`config.mk`:
```
export PLATFORM = sky130hd
export DESIGN_NAME = atmospheric_light_estimator
export DESIGN_NICKNAME = d
export VERILOG_FILES = /design/src/rtl/atmospheric_light_estimator_pkg.sv /design/src/rtl/atmospheric_light_estimator_dark_channel_min3.sv /design/src/rtl/atmospheric_light_estimator.sv
export SDC_FILE = /design/constraint.sdc
export NUM_CORES = 1
export LEC_CHECK = 0
export BUFFER_PORTS_ARGS = -buffer_cell sky130_fd_sc_hd__buf_2
export CAP_MARGIN = 20
export CORE_MARGIN = 1
export CORE_UTILIZATION = 30
export CTS_BUF_LIST = sky130_fd_sc_hd__clkbuf_8
export DETAILED_ROUTE_END_ITERATION = 12
export GPL_ROUTABILITY_DRIVEN = 0
export SYNTH_ARGS = -nofsm -noshare
export SYNTH_HDL_FRONTEND = slang
export SYNTH_SLANG_ARGS = --single-unit
export TNS_END_PERCENT = 1
```
`constraint.sdc`:
```
create_clock -name clk -period 2.1 [get_ports clk]
set_input_delay 0.42 -clock clk [delete_from_list [all_inputs] [get_ports clk]]
set_output_delay 0.42 -clock clk [all_outputs]
set_load 0.1 [all_outputs]
```
`src/rtl/atmospheric_light_estimator_pkg.sv`:
```
// rtl/atmospheric_light_estimator_pkg.sv - shared constants for the atmospheric light estimator
// Purpose: FSM state encoding, channel width and min-channel select codes.
package atmospheric_light_estimator_pkg;

   localparam int CH_W = 8;

   typedef logic [CH_W-1:0] chan_t;

   // FSM state encoding
   localparam logic [1:0] ST_IDLE  = 2'd0;
   localparam logic [1:0] ST_ACCUM = 2'd1;
   localparam logic [1:0] ST_DRAIN = 2'd2;
   localparam logic [1:0] ST_DONE  = 2'd3;

   // Channel select codes reported by the min-of-three comparator
   localparam logic [1:0] SEL_RED   = 2'd0;
   localparam logic [1:0] SEL_GREEN = 2'd1;
   localparam logic [1:0] SEL_BLUE  = 2'd2;

endpackage

```
`src/rtl/atmospheric_light_estimator_dark_channel_min3.sv`:
```
// rtl/atmospheric_light_estimator_dark_channel_min3.sv - combinational 3-input channel minimum
// Purpose: dark-channel value of one pixel plus which channel supplied it.
// Ports:
//   i_r, i_g, i_b : pixel channels
//   o_min         : min(r, g, b)
//   o_sel         : SEL_RED / SEL_GREEN / SEL_BLUE; ties resolve R, then G, then B
module dark_channel_min3
   import atmospheric_light_estimator_pkg::*;
(
   input  logic [CH_W-1:0] i_r,
   input  logic [CH_W-1:0] i_g,
   input  logic [CH_W-1:0] i_b,
   output logic [CH_W-1:0] o_min,
   output logic [1:0]      o_sel
);

   always_comb begin
      o_min = i_b;
      o_sel = SEL_BLUE;
      if ((i_r <= i_g) && (i_r <= i_b)) begin
         o_min = i_r;
         o_sel = SEL_RED;
      end else if (i_g <= i_b) begin
         o_min = i_g;
         o_sel = SEL_GREEN;
      end
   end

endmodule

```
`src/rtl/atmospheric_light_estimator.sv`:
```
// rtl/atmospheric_light_estimator.sv - per-frame brightest dark-channel pixel selector
// Purpose: sequences one RGB frame through a min-channel stage and keeps the pixel
//          with the largest dark-channel value as atmospheric light A.
// Ports:
//   clk, rst_n            : clock, asynchronous active-low reset
//   start, abort          : frame request (IDLE only) / synchronous discard
//   in_valid, in_ready    : pixel handshake; in_ready high only while accumulating
//   in_r, in_g, in_b      : pixel channels
//   busy, done, a_valid   : frame in progress / one-cycle publish pulse / A holds a result
//   A_r, A_g, A_b, A_dc   : selected pixel and its dark-channel value
module atmospheric_light_estimator
   import atmospheric_light_estimator_pkg::*;
#(
   parameter int IMG_WIDTH  = 512,
   parameter int IMG_HEIGHT = 512
)
(
   input  logic            clk,
   input  logic            rst_n,
   input  logic            start,
   input  logic            abort,
   input  logic            in_valid,
   output logic            in_ready,
   input  logic [CH_W-1:0] in_r,
   input  logic [CH_W-1:0] in_g,
   input  logic [CH_W-1:0] in_b,
   output logic            busy,
   output logic            done,
   output logic            a_valid,
   output logic [CH_W-1:0] A_r,
   output logic [CH_W-1:0] A_g,
   output logic [CH_W-1:0] A_b,
   output logic [CH_W-1:0] A_dc
);

   localparam int NPIX  = IMG_WIDTH * IMG_HEIGHT;
   localparam int CNT_W = (NPIX > 1) ? $clog2(NPIX) : 1;
   localparam logic [CNT_W-1:0] LAST_IDX = CNT_W'(NPIX - 1);

   logic [1:0]       r_state;
   logic [CNT_W-1:0] r_cnt;

   logic             r_s1_valid;
   chan_t            r_s1_r, r_s1_g, r_s1_b, r_s1_dc;

   logic             r_have_best;
   chan_t            r_best_r, r_best_g, r_best_b, r_best_dc;

   logic             r_a_valid;
   chan_t            r_a_r, r_a_g, r_a_b, r_a_dc;

   chan_t            w_min_dc;
   logic [1:0]       w_min_sel;
   logic             w_unused_sel;
   logic             w_hs;
   logic             w_upd;
   chan_t            w_nxt_r, w_nxt_g, w_nxt_b, w_nxt_dc;

   dark_channel_min3 u_min3 (
      .i_r   (in_r),
      .i_g   (in_g),
      .i_b   (in_b),
      .o_min (w_min_dc),
      .o_sel (w_min_sel)
   );

   // Only the value matters for selection; which channel won is not tracked.
   assign w_unused_sel = ^w_min_sel;

   assign in_ready = (r_state == ST_ACCUM);
   assign busy     = (r_state == ST_ACCUM) || (r_state == ST_DRAIN);
   assign done     = (r_state == ST_DONE);
   assign w_hs     = in_valid && in_ready;

   // Strict compare keeps the earliest pixel on ties.
   assign w_upd = r_s1_valid && (!r_have_best || (r_s1_dc > r_best_dc));

   // Best-so-far including the pixel currently in stage 1; lets A be loaded on
   // the same edge that finalises the best registers.
   assign w_nxt_r  = w_upd ? r_s1_r  : r_best_r;
   assign w_nxt_g  = w_upd ? r_s1_g  : r_best_g;
   assign w_nxt_b  = w_upd ? r_s1_b  : r_best_b;
   assign w_nxt_dc = w_upd ? r_s1_dc : r_best_dc;

   always_ff @(posedge clk or negedge rst_n) begin
      if (!rst_n) begin
         r_state     <= ST_IDLE;
         r_cnt       <= '0;
         r_s1_valid  <= 1'b0;
         r_s1_r      <= '0;
         r_s1_g      <= '0;
         r_s1_b      <= '0;
         r_s1_dc     <= '0;
         r_have_best <= 1'b0;
         r_best_r    <= '0;
         r_best_g    <= '0;
         r_best_b    <= '0;
         r_best_dc   <= '0;
         r_a_valid   <= 1'b0;
         r_a_r       <= '0;
         r_a_g       <= '0;
         r_a_b       <= '0;
         r_a_dc      <= '0;
      end else begin
         r_s1_valid <= 1'b0;

         // Stage 2: running maximum of the dark channel
         if (w_upd) begin
            r_best_r    <= r_s1_r;
            r_best_g    <= r_s1_g;
            r_best_b    <= r_s1_b;
            r_best_dc   <= r_s1_dc;
            r_have_best <= 1'b1;
         end

         if (abort) begin
            r_state   <= ST_IDLE;
            r_a_valid <= 1'b0;
         end else begin
            case (r_state)
               ST_IDLE: begin
                  if (start) begin
                     r_state     <= ST_ACCUM;
                     r_cnt       <= '0;
                     r_have_best <= 1'b0;
                     r_best_r    <= '0;
                     r_best_g    <= '0;
                     r_best_b    <= '0;
                     r_best_dc   <= '0;
                     r_a_valid   <= 1'b0;
                     r_a_r       <= '0;
                     r_a_g       <= '0;
                     r_a_b       <= '0;
                     r_a_dc      <= '0;
                  end
               end
               ST_ACCUM: begin
                  if (w_hs) begin
                     r_s1_valid <= 1'b1;
                     r_s1_r     <= in_r;
                     r_s1_g     <= in_g;
                     r_s1_b     <= in_b;
                     r_s1_dc    <= w_min_dc;
                     r_cnt      <= r_cnt + 1'b1;
                     if (r_cnt == LAST_IDX) begin
                        r_state <= ST_DRAIN;
                     end
                  end
               end
               ST_DRAIN: begin
                  r_state   <= ST_DONE;
                  r_a_valid <= 1'b1;
                  r_a_r     <= w_nxt_r;
                  r_a_g     <= w_nxt_g;
                  r_a_b     <= w_nxt_b;
                  r_a_dc    <= w_nxt_dc;
               end
               default: begin
                  r_state <= ST_IDLE;
               end
            endcase
         end
      end
   end

   assign a_valid = r_a_valid;
   assign A_r     = r_a_r;
   assign A_g     = r_a_g;
   assign A_b     = r_a_b;
   assign A_dc    = r_a_dc;

endmodule

```
[Word level (Yosys, flattened, before mapping)]
Cells that the tools add are included.
Operators by class
  add/subtract/negate cells: 1
  $lt $le $gt $ge: 4
  equality and inequality tests: 9
  mux-type cells: 41
  bitwise gates (word level): 1
  reductions and logical operators: 15
Operators with widths (number)
  8-bit 2-to-1 mux: 19
  8-bit case mux with 2 select lines: 4
  18-bit 2-to-1 mux: 2
  18-bit case mux with 2 select lines: 1
  8-bit less-or-equal comparator: 3
  18-bit by 1-bit adder with 18-bit output (second input constant): 1
  18-bit equality test (second input constant): 1
  1-bit 2-to-1 mux: 9
  3-bit AND reduction: 3
  8-bit greater-than comparator: 1
  2-bit 2-to-1 mux: 4
  3-bit by 2-bit inequality test with 1-bit output (second input constant): 2
  2-bit case mux with 3 select lines: 1
  2-bit equality test (second input constant): 2
  4-bit AND reduction: 1
  2-bit nonzero test: 2
  1-bit logical AND: 3
  3-bit inequality test (second input constant): 1
  3-bit nonzero test: 1
  2-bit by 1-bit equality test with 1-bit output (second input constant): 1
  2-bit logical NOT: 1
  1-bit logical OR: 2
  2-bit by 1-bit inequality test with 1-bit output (second input constant): 1
  2-bit inequality test (second input constant): 1
  other kinds (4): 4
Storage, ports and cells
  flip-flop bits (word level): 119
  bits of input ports: 29
  logic and storage cells: 88

[Longest topological paths before layout]
  depth in word-level cells: 7
  depth in mapped cells: 9
  depth with buffers taken out: 8

[By module]
Synthesis repeated with hierarchy kept, for this count alone.
Second synthesis, totals
  cells, all modules: 729
  area, all modules: 6698.9 um^2
By module, submodules not included
  atmospheric_light_estimator: instances 1, cells an instance 636, area each 5899.4 um^2
  dark_channel_min3: instances 1, cells an instance 93, area each 799.5 um^2

[Worst setup path after synthesis]
No wires, ideal clock.
  kind: flip-flop to flip-flop
  from: register r_state[1]
  to: register r_cnt[10]
  library setup time: 137 ps
  arrival: 2493 ps
  data required time: 1963 ps
  path slack: -530 ps
  cell stages (with the launch flop): 10
  buffers on the path: 1
  path through: dfrtp_1 -> inv_1 -> ha_1 -> mux2i_1 -> or3_4 -> buf_6 -> nor3_4 -> nand3_1 -> xor2_1 -> nor2_1
Between the ends
  cells in the longest elaborated chain, start to end: 4
  elaborated cells between the ends (all ways): 8
  those cells by class: eq/ne (3); mux (1); reduce/logical (4)
RTL lines
  start: declaration: line atmospheric_light_estimator.sv:40  | logic [1:0] r_state;
  start signal: assignment: line atmospheric_light_estimator.sv:87  | r_state <= ST_IDLE;
  start signal: assignment: line atmospheric_light_estimator.sv:117  | r_state <= ST_IDLE;
  start signal: assignment: line atmospheric_light_estimator.sv:123  | r_state <= ST_ACCUM;
  2-bit by 1-bit equality test with 1-bit output *: line atmospheric_light_estimator.sv:70  | assign in_ready = (r_state == ST_ACCUM);
  net in_ready: line atmospheric_light_estimator.sv:23  | output logic in_ready,
  1-bit logical AND: line atmospheric_light_estimator.sv:73  | assign w_hs = in_valid && in_ready;
  2-bit by 1-bit inequality test with 1-bit output (no source line)
  4-bit AND reduction (no source line)
  end signal: assignment: line atmospheric_light_estimator.sv:144  | r_cnt <= r_cnt + 1'b1;
  end: declaration: line atmospheric_light_estimator.sv:41  | logic [CNT_W-1:0] r_cnt;
Mark *: on every way through the listed nets, which the timed path passes. The rest lies on a longest branch.
A chain may end at the register's enable or synchronous reset.

[Worst setup path after layout]
  from: register r_s1_dc[6]
  to: register r_a_r[2], in the netlist A_r[2]
Between the ends
  cells in the longest elaborated chain, start to end: 5
RTL lines
  start: declaration: line atmospheric_light_estimator.sv:44  | chan_t r_s1_r, r_s1_g, r_s1_b, r_s1_dc;
  start signal: assignment: line atmospheric_light_estimator.sv:143  | r_s1_dc <= w_min_dc;
  8-bit greater-than comparator: line atmospheric_light_estimator.sv:76  | assign w_upd = r_s1_valid && (!r_have_best || (r_s1_dc > r_best_dc));
  1-bit logical OR: line atmospheric_light_estimator.sv:76
  1-bit logical AND: line atmospheric_light_estimator.sv:76
  8-bit 2-to-1 mux: line atmospheric_light_estimator.sv:80  | assign w_nxt_r = w_upd ? r_s1_r : r_best_r;
  8-bit case mux with 2 select lines: line atmospheric_light_estimator.sv:120  | case (r_state)
  end signal: assignment: line atmospheric_light_estimator.sv:153  | r_a_r <= w_nxt_r;
  end: declaration: line atmospheric_light_estimator.sv:50  | chan_t r_a_r, r_a_g, r_a_b, r_a_dc;
Every way passes these cells.

==> reports/results.txt <==
outcome: finished with violations
violated checks: negative setup slack
DR pass1 iterations: 7
Gate Count Post-Synth: 559
setup ws final: -0.0294 ns
CTS Sinks: 119
GRT overflow: 0
clk_lat worst skew: 0.43 ns
Vias/cell: 4.75
Cells on Worst Hold Path: 2
CTS tree: yes
Syn. warnings: 0
setup bufs post-CTS: 0
Max Freq: 0.470 GHz
die area: 19500 um2
final hold vios: 0
critical path peak fanout: 18
top area cells in the synthesized netlist: dfrtp_1 52%, ha_1 8.1%, o21ai_0 7.6%
Area Overhead vs Synth: 24.2%
hold path startpoint: abort
Worst slew margin: 66.7%
Worst path slowest cell: dfrtp_1
Net Sw Frac: 38.9%
IO Port Bufs: 64
H-tree depth: 4
power share of the sequential group: 38.3%
Mapped Nets: 625
Worst setup SP type: register
CTS Buffer Depth: 2
worst-path cell chain: ha_1 -> a21oi_1 -> o211ai_1 -> o211ai_1 -> a21oi_4 -> buf_12 -> mux2i_2 -> o21ai_0
final setup violation count: 5
worst min-delay path class: in -> reg
area of the mapped netlist: 5700 um2
RSZ-0062 raised after global routing: yes
Internal Power: 5.29 mW
die width: 140 um
reg2reg path depth: 8
Final Cell Area: 7070 um2
clock root cell: clkbuf_8
CP startpoint: r_s1_dc[6]
drc violations: 0
Min Hold Slack: 0.241 ns
Pwr Density: 1220 nW/um2
Max IR drop VDD: 397 uV
layout cells sized above 1: 24.0%
largest net degree at the start of global routing: 50
HPWL after DPL: 9.74 mm
core area: 18600 um2
most used cell, CP: o211ai_1
commonest cells after routing, fill and taps aside: 119 x dfrtp_1, 86 x o21ai_0, 77 x nand2_1, 62 x buf_2, 48 x nor2_1
Setup crit end kind: register
skew final: 0.00877 ns
antenna cells: 0
post-place setup slack: -0.123 ns
Initial Util: 30.6%
Iteration-0 DRC Markers: 260
Critical Path RT: 2.39 ns
initial antenna violation count: 0
Async SR Flop Fraction: 100%
Netlist cell types: 43
WL/cell: 14.7 um
R2R Path Start: r_s1_dc[6]
Post-DP Area: 6610 um2
MaxCap Viol Count: 0
clock share of power: 25.1%
Critical Path AT: 2.42 ns
sw power: 3.36 mW
Synth Flop Type: dfrtp_1
Reg-to-Reg End: A_r[2]
Syn Area/Cell: 10.2 um2
first-pass GRT wire length: 22.0 mm
fin. max-slew vios: 0
Synth top area share: 52.3%
post-route ant nets: 0
overall routing resource usage: 14.5%
Vias: 4323
EDFF count, synth: 0
Reg clk slew, reported paths: 0.07 ns
number of global-route vias before repair: 4213
end of the worst hold path: a_valid
Net count, final: 729
Crit Path Category: reg -> reg
min Tclk post-route: 2.13 ns
# IOs: 65
most common library cell in the layout ignoring fill and taps: dfrtp_1
leading area contributor after synthesis: dfrtp_1
part of the Yosys area used for sequential elements: 52.3%
Tcrit/Tclk final: 101%
Yosys reg bits: 119
Leak: 3.43 nW
Num CTS Buffers: 17
R2R Setup Slk: -0.03 ns
wirelength, routed: 13.4 mm
DIE HEIGHT: 140 um
row count: 50
combinational share of power: 36.6%
max incr delay on CP: 0.39 ns
Worst-Margin Slew: 0.503 ns
## cells in the mapped netlist (all sizes together) (4+ instances only)
| library cell | count |
|---|---|
| buf | 7 |
| nand3 | 9 |
| o21ai | 87 |
| nand2 | 77 |
| nand4 | 11 |
| mux2i | 33 |
| inv | 33 |
| ha | 37 |
| o31ai | 6 |
| mux2 | 7 |
| nor2b | 8 |
| dfrtp | 119 |
| o311a | 8 |
| o211ai | 5 |
| nor2 | 49 |
| a21oi | 7 |
| xor2 | 8 |
| clkbuf | 15 |
| nor3 | 4 |
## cell type report
cell class / instances / area [um2]
timing repair buffer: 107 / 713
clock buffer: 19 / 262
inverter: 34 / 131
clock inverter: 13 / 155
fill: 1832 / 11600
multi-input combinational: 384 / 2540
tap: 234 / 293
sequential: 119 / 2980
## sequential cells by signal (all words and copies together) (netlist names)
name and cells:
a_valid 1, r_best_g 8, A_r 8, r_best_b 8
A_g 8, r_best_r 8, r_s1_r 8, r_s1_b 8
r_state 2, r_s1_g 8, r_best_dc 8, A_b 8
r_cnt 18, r_s1_valid 1, r_s1_dc 8, r_have_best 1
A_dc 8
## kinds of logic after synthesis
family          share of synthesized area (%)
compound gates                           13.3
mux                                      7.18
xor+xnor                                 1.38
fa+ha+maj                                8.13
buf+inv                                  4.08
simple gates                             13.7
flops                                    52.3
## layer usage
metal  wire length, um  up-vias  GRT usage, %
met2              6260       89          23.0
met4               229        0          5.73
met5                 0        -             0
met3               576       20          3.44
li1                  -     2152             -
met1              6330     2062          19.0
## worst max-delay path: cells and delay by family (launching register included)
family | cells | cell delay (ns)
fa+ha+maj | 1 | 0.32
compound gates | 5 | 0.78
mux | 1 | 0.28
buf+inv | 1 | 0.22
flops | 1 | 0.39
## worst max path at each step
| stage | end | slack (ns) |
|---|---|---|
| finish | A_r[2] | -0.03 |
| global route | A_r[1] | -0.21 |
| CTS | A_dc[7] | -0.05 |
| detailed placement | r_s1_dc[5] | -0.12 |
| global placement | r_s1_dc[1] | -0.06 |
| floorplan | r_cnt[10] | 0.008 |
## power by group through the flow
stage | clock network (mW) | logic (mW) | registers (mW)
CTS | 2.22 | 3.16 | 3.30
global route | 2.33 | 3.51 | 3.39
global placement | 0 | 3.09 | 3.32
finish | 2.17 | 3.16 | 3.32
detailed placement | 0 | 3.13 | 3.34
floorplan | 0 | 1.78 | 3.75
## through the flow
stage	total power, mW	TNS (ns)	instances	util, %
2_1_floorplan	5.53	0	559	-
3_3_place_gp	6.41	-0.405	877	35.4
3_5_place_dp	6.47	-0.695	877	35.4
4_1_cts	8.68	-0.174	910	37.7
5_1_grt	9.24	-6.12	910	37.9
6_report	8.65	-0.0624	910	37.9
## what timing repair did
action | CTS | global route
gates cloned | 0 | 0
hold endpoints to repair | 27 | 0
hold buffers | 1 | 0
setup endpoints to repair | 5 | 77
resized for setup | 1 | 9
pin swaps | 0 | 1
Note: power is estimated with default switching activity, not from simulation.
